<file path="src/rtl/mem_copy_pkg.sv">
// Shared constants and FSM state type for the memory block-copy engine.
package mem_copy_pkg;

  localparam int ADDR_W_DEF = 16;
  localparam int DATA_W_DEF = 32;

  typedef enum logic [1:0] {
    IDLE  = 2'd0,
    READ  = 2'd1,
    WRITE = 2'd2,
    DONE  = 2'd3
  } state_t;

endpackage

</file>
<file path="src/rtl/mem_block_copy.sv">
// Block-copy engine: reads src+i, writes dst+i, ascending, 2 cycles per word.
// Optional running checksum of copied words is enabled by MEM_COPY_CHECKSUM_EN.
module mem_block_copy
  import mem_copy_pkg::*;
#(
  parameter int ADDR_W = ADDR_W_DEF,
  parameter int DATA_W = DATA_W_DEF
) (
  input  logic              clk,
  input  logic              reset,
  input  logic              start,
  input  logic [ADDR_W-1:0] src_addr,
  input  logic [ADDR_W-1:0] dst_addr,
  input  logic [ADDR_W-1:0] count,
  output logic              busy,
  output logic              done,
  output logic              enable,
  output logic              R_W,
  output logic [ADDR_W-1:0] Address,
  output logic [DATA_W-1:0] D_In,
  input  logic [DATA_W-1:0] D_Out,
  output logic [DATA_W-1:0] checksum
);

  state_t            state_q, state_d;
  logic [ADDR_W-1:0] idx_q, idx_d, idx_inc;
  logic [ADDR_W-1:0] src_q, src_d, dst_q, dst_d, cnt_q, cnt_d;
  logic              busy_q, busy_d, done_q, done_d;
  logic              enable_q, enable_d, rw_q, rw_d;
  logic [ADDR_W-1:0] addr_q, addr_d;
  logic [DATA_W-1:0] din_q, din_d;

  always_ff @(posedge clk) begin
    if (reset) begin
      state_q  <= IDLE;
      idx_q    <= '0;
      src_q    <= '0;
      dst_q    <= '0;
      cnt_q    <= '0;
      busy_q   <= 1'b0;
      done_q   <= 1'b0;
      enable_q <= 1'b0;
      rw_q     <= 1'b0;
      addr_q   <= '0;
      din_q    <= '0;
    end else begin
      state_q  <= state_d;
      idx_q    <= idx_d;
      src_q    <= src_d;
      dst_q    <= dst_d;
      cnt_q    <= cnt_d;
      busy_q   <= busy_d;
      done_q   <= done_d;
      enable_q <= enable_d;
      rw_q     <= rw_d;
      addr_q   <= addr_d;
      din_q    <= din_d;
    end
  end

  always_comb begin
    state_d = state_q;
    idx_d   = idx_q;
    src_d   = src_q;
    dst_d   = dst_q;
    cnt_d   = cnt_q;
    idx_inc = idx_q + 1'b1;
    case (state_q)
      IDLE: begin
        if (start) begin
          src_d   = src_addr;
          dst_d   = dst_addr;
          cnt_d   = count;
          idx_d   = '0;
          state_d = (count != '0) ? READ : DONE;
        end
      end
      READ:  state_d = WRITE;
      WRITE: begin
        idx_d   = idx_inc;
        state_d = (idx_inc < cnt_q) ? READ : DONE;
      end
      DONE:    state_d = IDLE;
      default: state_d = IDLE;
    endcase
  end

  // Outputs are registered, so they are decoded from the state being entered.
  always_comb begin
    busy_d   = (state_d != IDLE);
    done_d   = (state_d == DONE);
    enable_d = (state_d == READ) || (state_d == WRITE);
    rw_d     = (state_d == WRITE);
    addr_d   = '0;
    din_d    = '0;
    case (state_d)
      READ:  addr_d = src_d + idx_d;
      WRITE: begin
        addr_d = dst_d + idx_d;
        din_d  = D_Out;
      end
      default: ;
    endcase
  end

  assign busy    = busy_q;
  assign done    = done_q;
  assign enable  = enable_q;
  assign R_W     = rw_q;
  assign Address = addr_q;
  assign D_In    = din_q;

`ifdef MEM_COPY_CHECKSUM_EN
  logic [DATA_W-1:0] csum_q, csum_d;

  always_ff @(posedge clk) begin
    if (reset) csum_q <= '0;
    else       csum_q <= csum_d;
  end

  // Word is accumulated on the same edge it is captured for the write.
  always_comb begin
    csum_d = csum_q;
    if (state_q == IDLE && start) csum_d = '0;
    else if (state_q == READ)     csum_d = csum_q + D_Out;
  end

  assign checksum = csum_q;
`else
  assign checksum = '0;
`endif

endmodule
</file>
<file path="config.mk">
export PLATFORM = sky130hd
export DESIGN_NAME = mem_block_copy
export DESIGN_NICKNAME = d
export VERILOG_FILES = /design/src/rtl/mem_copy_pkg.sv /design/src/rtl/mem_block_copy.sv
export SDC_FILE = /design/constraint.sdc
export NUM_CORES = 1
export LEC_CHECK = 0
export ABC_CLOCK_PERIOD_IN_PS = 4700
export BUFFER_PORTS_ARGS = -buffer_cell sky130_fd_sc_hd__buf_2
export CORE_ASPECT_RATIO = 0.75
export CORE_UTILIZATION = 52
export CTS_BUF_LIST = sky130_fd_sc_hd__clkbuf_16
export DETAILED_ROUTE_END_ITERATION = 8
export GPL_ROUTABILITY_DRIVEN = 0
export PLACE_DENSITY_LB_ADDON = 0.25
export REMOVE_ABC_BUFFERS = 1
export SYNTH_ARGS = -nofsm -noshare
export SYNTH_HDL_FRONTEND = slang
export SYNTH_SLANG_ARGS = --single-unit
</file>
<file path="constraint.sdc">
create_clock -name clk -period 4.7 [get_ports clk]
set_input_delay 0.235 -clock clk [delete_from_list [all_inputs] [get_ports clk]]
set_output_delay 0.235 -clock clk [all_outputs]
set_load 0.005 [all_outputs]
</file>
==> flow_summary.yaml, run 1 <==
global_routing:
  grt_pass1_vias: 4718
  grt_util_met3_pct: 6.77
  grt-ovfl-total: 0
  grt_use_met1_pct: 33.3
  grt_first_pass_wirelength_um: 22200
  gr-usage-met2_pct: 40.0
  grt.total_usage_pct: 25.3
  grt_antenna_before_repair: 0
  grt_busiest_layer: "met2"
  grt_max_degree: 47
sta:
  rsz0062_at_grt: "no"
  tightest_slew_ps: 688
  post-route-min-period_ps: 4070
  maxSlewHeadroom_pct: 54.1
  fmax_mhz: 245
  maxSlewViolCount: 0
  post-route-period-util_pct: 86.7
  setup_viol: 0
  finClkSkew_ps: 12.7
  finalHoldViolations: 0
  fin_tns_setup_ps: 0
  holdWs_ps: 11.1
synthesis:
  yosysWarnings: 0
  yosysSeqAreaShare_pct: 41.2
  ys.flop_type: "dfxtp_1"
  syn_area_per_cell_um2: 8.49
  syn-cell-area_um2: 5730
  ys_ff_latch: 118
  synth_edf_count: 0
  yosysTopAreaCell: "dfxtp_1"
  netlist-cell-type-count: 57
  synth.top_cells.by_area: "dfxtp_1 41%, nand2_1 7.5%, ha_1 7.2%"
  synth_top_area_share_pct: 41.2
  synth_cells: 675
  async_flop_share_pct: 0
floorplan:
  die_area_um2: 11400
  ios: 167
  die_h_um: 92.9
  core_region_area_um2: 10500
  initial_core_util_pct: 54.6
  fp.dieW_um: 123
  rows: 32
worst_setup_path:
  worstPathRequired_ps: 5000
  cp.arrival_ps: 4380
  regToRegStartpoint: "idx_q[2]$_SDFF_PP0_"
  startpoint: "idx_q[2]$_SDFF_PP0_"
  crit_fanout: 15
  end_kind: "flop"
  critical_path_class: "flop to flop"
  startpoint_type: "flop"
cts:
  cts_buffers: 17
  cts.sinks: 118
  cts_max_level: 4
  cts_buffer_depth: 2
  cts_root_buf: "clkbuf_16"
  ctsHoldBuffers: 0
  tritoncts: "done"
  worst_skew_pair.late_latency_ps: 420
  cts_resized: 0
  clkTransAtPathRegs_ps: 60
  postCtsSetupRepairBufs: 0
layout:
  antenna_cells: 0
  fillers: 861
  nNetsFinal: 919
  syn_to_final_growth_pct: 21.4
  drive_above_1_share_pct: 22.5
pwr:
  p_clk_share_pct: 46.9
  p_seq_share_pct: 41.3
  switching_share_pct: 25.5
  total_leakage_power_nw: 3.34
  netSwitchingPower_mw: 0.666
  power.density_nw_per_um2: 376
  peakVddDrop_uv: 276
  p_int_mw: 1.95
  combPwrFrac_pct: 11.9
  total_power_mw: 2.61
detailed_routing:
  drtAntennaViolNets: 0
  vias_per_cell: 5.19
  avgRoutedWirePerCell_um: 14.4
  drt_first_pass_iters: 5
  dr_total_vias: 4932
  route.detailed.drc: 0
  routed_wl_um: 13600
  dr.first_iter.drc_count: 413
worst_hold_path:
  hp-start: "D_Out[29]"
  worstHoldPathType: "input pin to flop"
placed_design:
  dp_hpwl_um: 9910
  port_buffers: 134
run:
  maxCapViolations: 0
run_status:
  status: "finished clean"
==> power by group through the flow <==
stage               clock network, mW  registers, mW  logic [mW]
floorplan                           0           1.10       0.179
global placement                    0           1.10       0.296
detailed placement                  0           1.10       0.306
CTS                              1.24           1.08       0.309
global route                     1.29           1.08       0.349
finish                           1.22           1.08       0.310
==> placed cells by master (no fill, tap or decap), types with 16 or more instances in the layout <==
cell         n
nor2b_1     19
dfxtp_1    118
clkbuf_16   17
mux2i_1     16
nand2_1    115
conb_1      32
nor2_1      20
o21ai_0     31
a21oi_1     70
and2_1      36
inv_1       27
ha_1        33
buf_2      134
==> registers in the layout (all words and copies together), names as in the netlist <==
| signal | flops |
|---|---|
| R_W | 1 |
| state_q | 2 |
| cnt_q | 16 |
| D_In | 32 |
| enable | 1 |
| dst_q | 16 |
| done | 1 |
| idx_q | 16 |
| Address | 16 |
| busy | 1 |
| src_q | 16 |
==> metrics by stage <==
stage | utilization (%) | instances | instance area (um2) | setup WS [ps]
after global routing | 66.3 | 950 | 6950 | 390
after detailed placement | 60.9 | 919 | 6390 | 701
final | 66.3 | 950 | 6950 | 626
after CTS | 66.3 | 950 | 6950 | 675
after global placement | 60.9 | 919 | 6390 | 849
after floorplan | - | 641 | 5480 | 175
==> layer usage <==
metal / wire length (um) / up-vias / share of wire (%)
met3: 826 / 15 / 6.1
li1: - / 2486 / -
met5: 0 / - / 0
met4: 133 / 0 / 0.98
met2: 6370 / 161 / 47
met1: 6310 / 2270 / 46
==> layout make-up <==
type	count	area [um2]	share of cell area, %
Clock buffer	17	425	6.12
Multi-Input combinational cell	497	3030	43.5
Tap cell	136	170	2.45
Inverter	26	97.6	1.40
Clock inverter	14	140	2.02
Sequential cell	118	2360	34.0
Timing Repair Buffer	142	731	10.5
==> cell usage after synthesis (13+ instances only) <==
cell type,n
o21ai_0,31
clkbuf_1,31
mux2i_1,16
and2_1,36
inv_1,25
a21oi_1,70
nor2_1,20
nor2b_1,19
xnor2_1,13
buf_4,32
ha_1,33
a21o_1,15
nand3_1,15
nand2_1,115
dfxtp_1,118
==> final timing paths <==
check | end | slack [ps] | depth (start not counted)
hold reg to reg | src_q[11]$_SDFF_PP0_ | 450 | 2
setup / recovery | Address[15]$_SDFF_PP0_ | 630 | 16
setup reg to reg | Address[15]$_SDFF_PP0_ | 630 | 16
hold / removal | D_In[29]$_SDFF_PP0_ | 10 | 2
==> cell families (layout without fill, tap and decap cells) <==
kind of cell,after synthesis,count (layout),synth area share [%]
AND/OR/NAND/NOR,239,239,21.0
AO/OA/AOI/OAI,153,153,15.7
flip-flops,118,118,41.2
buffers and inverters,91,199,8.08
adder cells (fa/ha/maj),34,34,7.56
XOR/XNOR,22,22,3.36
multiplexers,17,17,3.06
other,1,32,0.0655
==> worst max-delay path, stage by stage (launching register included) <==
cell,delay [ps]
dfxtp_1,440
and4_2,260
and2_1,350
nand3_1,200
xnor2_1,160
ha_1,190
a21o_1,170
a21o_1,180
a21o_1,170
a211o_1,280
a211oi_1,440
ha_1,320
nand2b_1,70
buf_4,210
inv_1,110
and3_4,160
mux2_4,240
(Power assumes the default switching activity.)
==> inputs of run 2 (changes only) <==
--- a/config.mk
+++ b/config.mk
@@ -5,13 +5,14 @@
 export SDC_FILE = /design/constraint.sdc
 export NUM_CORES = 1
 export LEC_CHECK = 0
-export ABC_CLOCK_PERIOD_IN_PS = 4700
+export ABC_CLOCK_PERIOD_IN_PS = 4600
 export BUFFER_PORTS_ARGS = -buffer_cell sky130_fd_sc_hd__buf_2
 export CORE_ASPECT_RATIO = 0.75
 export CORE_UTILIZATION = 52
 export CTS_BUF_LIST = sky130_fd_sc_hd__clkbuf_16
 export DETAILED_ROUTE_END_ITERATION = 8
 export GPL_ROUTABILITY_DRIVEN = 0
+export GPL_TIMING_DRIVEN = 0
 export PLACE_DENSITY_LB_ADDON = 0.25
 export REMOVE_ABC_BUFFERS = 1
 export SYNTH_ARGS = -nofsm -noshare
==> constraint.sdc (replaced) <==
create_clock -name clk -period 4.6 [get_ports clk]
set_input_delay 0.23 -clock clk [delete_from_list [all_inputs] [get_ports clk]]
set_output_delay 0.23 -clock clk [all_outputs]
set_load 0.005 [all_outputs]
==> flow_summary.yaml, run 2 (synthesized netlist as in run 1, its figures left out) <==
sta:
  finalHoldViolations: 0
  rsz0062_at_grt: "no"
  setup_viol: 0
  fin_tns_setup_ps: 0
  post-route-min-period_ps: 4370
  fmax_mhz: 229
  finClkSkew_ps: 9.25
  maxSlewHeadroom_pct: 11.4
  maxSlewViolCount: 0
  post-route-period-util_pct: 95.0
  tightest_slew_ps: 1330
detailed_routing:
  routed_wl_um: 13300
  drtAntennaViolNets: 0
  wl_met2_um: 6270
  drt_first_pass_iters: 5
  m1WireLength_um: 6150
  dr_wl_met3_um: 674
  dr_total_vias: 4896
  route.detailed.drc: 0
  dr.first_iter.drc_count: 246
  avgRoutedWirePerCell_um: 14.1
  vias_per_cell: 5.18
  top_layer: "met4"
worst_hold_path:
  min_path_cells: 2
  whs_endpoint: "D_In[8]$_SDFF_PP0_"
  hp-start: "D_Out[8]"
  worstHoldPathType: "input pin to flop"
worst_setup_path:
  crit_top_cell: "a21o_1"
  cp_slowest_cell: "a211oi_1"
  critical_path_class: "flop to flop"
  rr_endpoint: "Address[15]$_SDFF_PP0_"
  regToRegStartpoint: "idx_q[2]$_SDFF_PP0_"
  reg2reg_depth: 15
  cpLargestDelayFamily: "compound AO/OA/AOI/OAI gates"
  startpoint_type: "flop"
  worstPathCellList: "and4_2 -> and2_1 -> nand3_1 -> xnor2_1 -> ha_1 -> a21o_1 -> a21o_1 -> a21o_1 -> a211o_1 -> a211oi_1 -> ha_1 -> nand2b_2 -> inv_1 -> and3_4 -> mux2_4"
  path_buf_inv: 1
  critPathMaxStageDelay_ps: 490
  crit_fanout: 15
  worst-path-stages: 15
  r2r_slack_ps: 230
  cp.arrival_ps: 4670
  worstPathRequired_ps: 4900
  end_kind: "flop"
run_status:
  status: "finished clean"
layout:
  multi_input_area_um2: 3030
  final_core_util_pct: 66.7
  antenna_cells: 0
  syn_to_final_growth_pct: 22.1
  seqCellArea_um2: 2360
  fillers: 866
  nNetsFinal: 913
  largest_reg_flops: 32
  drive_above_1_share_pct: 22.5
  layout_common_cells: "134 x buf_2, 118 x dfxtp_1, 114 x nand2_1, 70 x a21oi_1, 36 x and2_1"
  final_common_cell: "buf_2"
floorplan:
  ios: 167
  die_h_um: 92.9
  die_area_um2: 11400
  initial_core_util_pct: 54.6
  core_region_area_um2: 10500
  fp.dieW_um: 123
  rows: 32
pwr:
  power.density_nw_per_um2: 396
  total_power_mw: 2.77
  peakVddDrop_uv: 315
  total_leakage_power_nw: 3.35
placed_design:
  port_buffers: 134
  dp_hpwl_um: 9510
cts:
  clkTransAtPathRegs_ps: 60
  cts.sinks: 118
  cts_root_buf: "clkbuf_16"
  worst_skew_pair.late_latency_ps: 420
  ctsHoldBuffers: 0
  cts_max_level: 4
  tritoncts: "done"
  cts_buffers: 17
  cts_buffer_depth: 2
global_routing:
  grt_max_degree: 71
  grt_pass1_vias: 4597
  grt-ovfl-total: 0
  grt_first_pass_wirelength_um: 21200
  grt.total_usage_pct: 23.9
  grt_antenna_before_repair: 0
run:
  maxCapViolations: 0
-- run 2: metal layers --
| layer | up-vias | track usage, % |
|---|---|---|
| met2 | 152 | 38.9 |
| met1 | 2240 | 30.9 |
| met4 | 0 | 7.83 |
| met5 | - | 0 |
| li1 | 2479 | - |
| met3 | 25 | 5.67 |
-- run 2: power breakdown --
group,internal (mW),switching [mW]
registers,1.08,0.0231
clock network,0.853,0.493
logic,0.132,0.189
total,2.06,0.705
-- run 2: what timing repair did --
| item | in CTS | in global routing |
|---|---|---|
| resized for setup | 1 | 0 |
| setup buffers | 0 | 0 |
| endpoints found under the setup margin | 1 | 0 |
-- run 2: worst max path at each step --
| stage | from | to | slack (ps) |
|---|---|---|---|
| finish | idx_q[2]$_SDFF_PP0_ | Address[15]$_SDFF_PP0_ | 230 |
| global route | idx_q[2]$_SDFF_PP0_ | Address[15]$_SDFF_PP0_ | 70 |
| CTS | idx_q[2]$_SDFF_PP0_ | Address[15]$_SDFF_PP0_ | 270 |
| detailed placement | idx_q[2]$_SDFF_PP0_ | Address[15]$_SDFF_PP0_ | 20 |
| global placement | state_q[1]$_SDFF_PP0_ | Address[15]$_SDFF_PP0_ | -1520 |
| floorplan | state_q[1]$_SDFF_PP0_ | Address[15]$_SDFF_PP0_ | 70 |
-- run 2: area by class of cell --
| type | instances | area share, % |
|---|---|---|
| Sequential cell | 118 | 33.8 |
| Tap cell | 136 | 2.43 |
| Timing Repair Buffer | 136 | 10.4 |
| Clock inverter | 15 | 2.56 |
| Clock buffer | 17 | 6.08 |
| Multi-Input combinational cell | 497 | 43.4 |
| Inverter | 26 | 1.40 |
-- run 2: stage by stage --
step / worst slack (ps) / area, um2 / cells / hold slack, ps
finish: 228 / 6990 / 945 / 8.16
global route: 69.2 / 6990 / 945 / 6.72
CTS: 268 / 6990 / 945 / 1.85
detailed placement: 16.0 / 6380 / 913 / 432
global placement: -1520 / 6320 / 911 / 429
floorplan: 74.6 / 5480 / 641 / 297
-- run 2: worst register-to-register path: cells and delay by family (launching register included) --
family	cells	cell delay, ps
xor gates and xnor gates	1	190
and+or+nand+nor	5	1290
buffers and inverters	1	240
muxes	1	250
AOI/OAI and AO/OA	5	1300
adders and majority gates	2	540
DFF	1	450
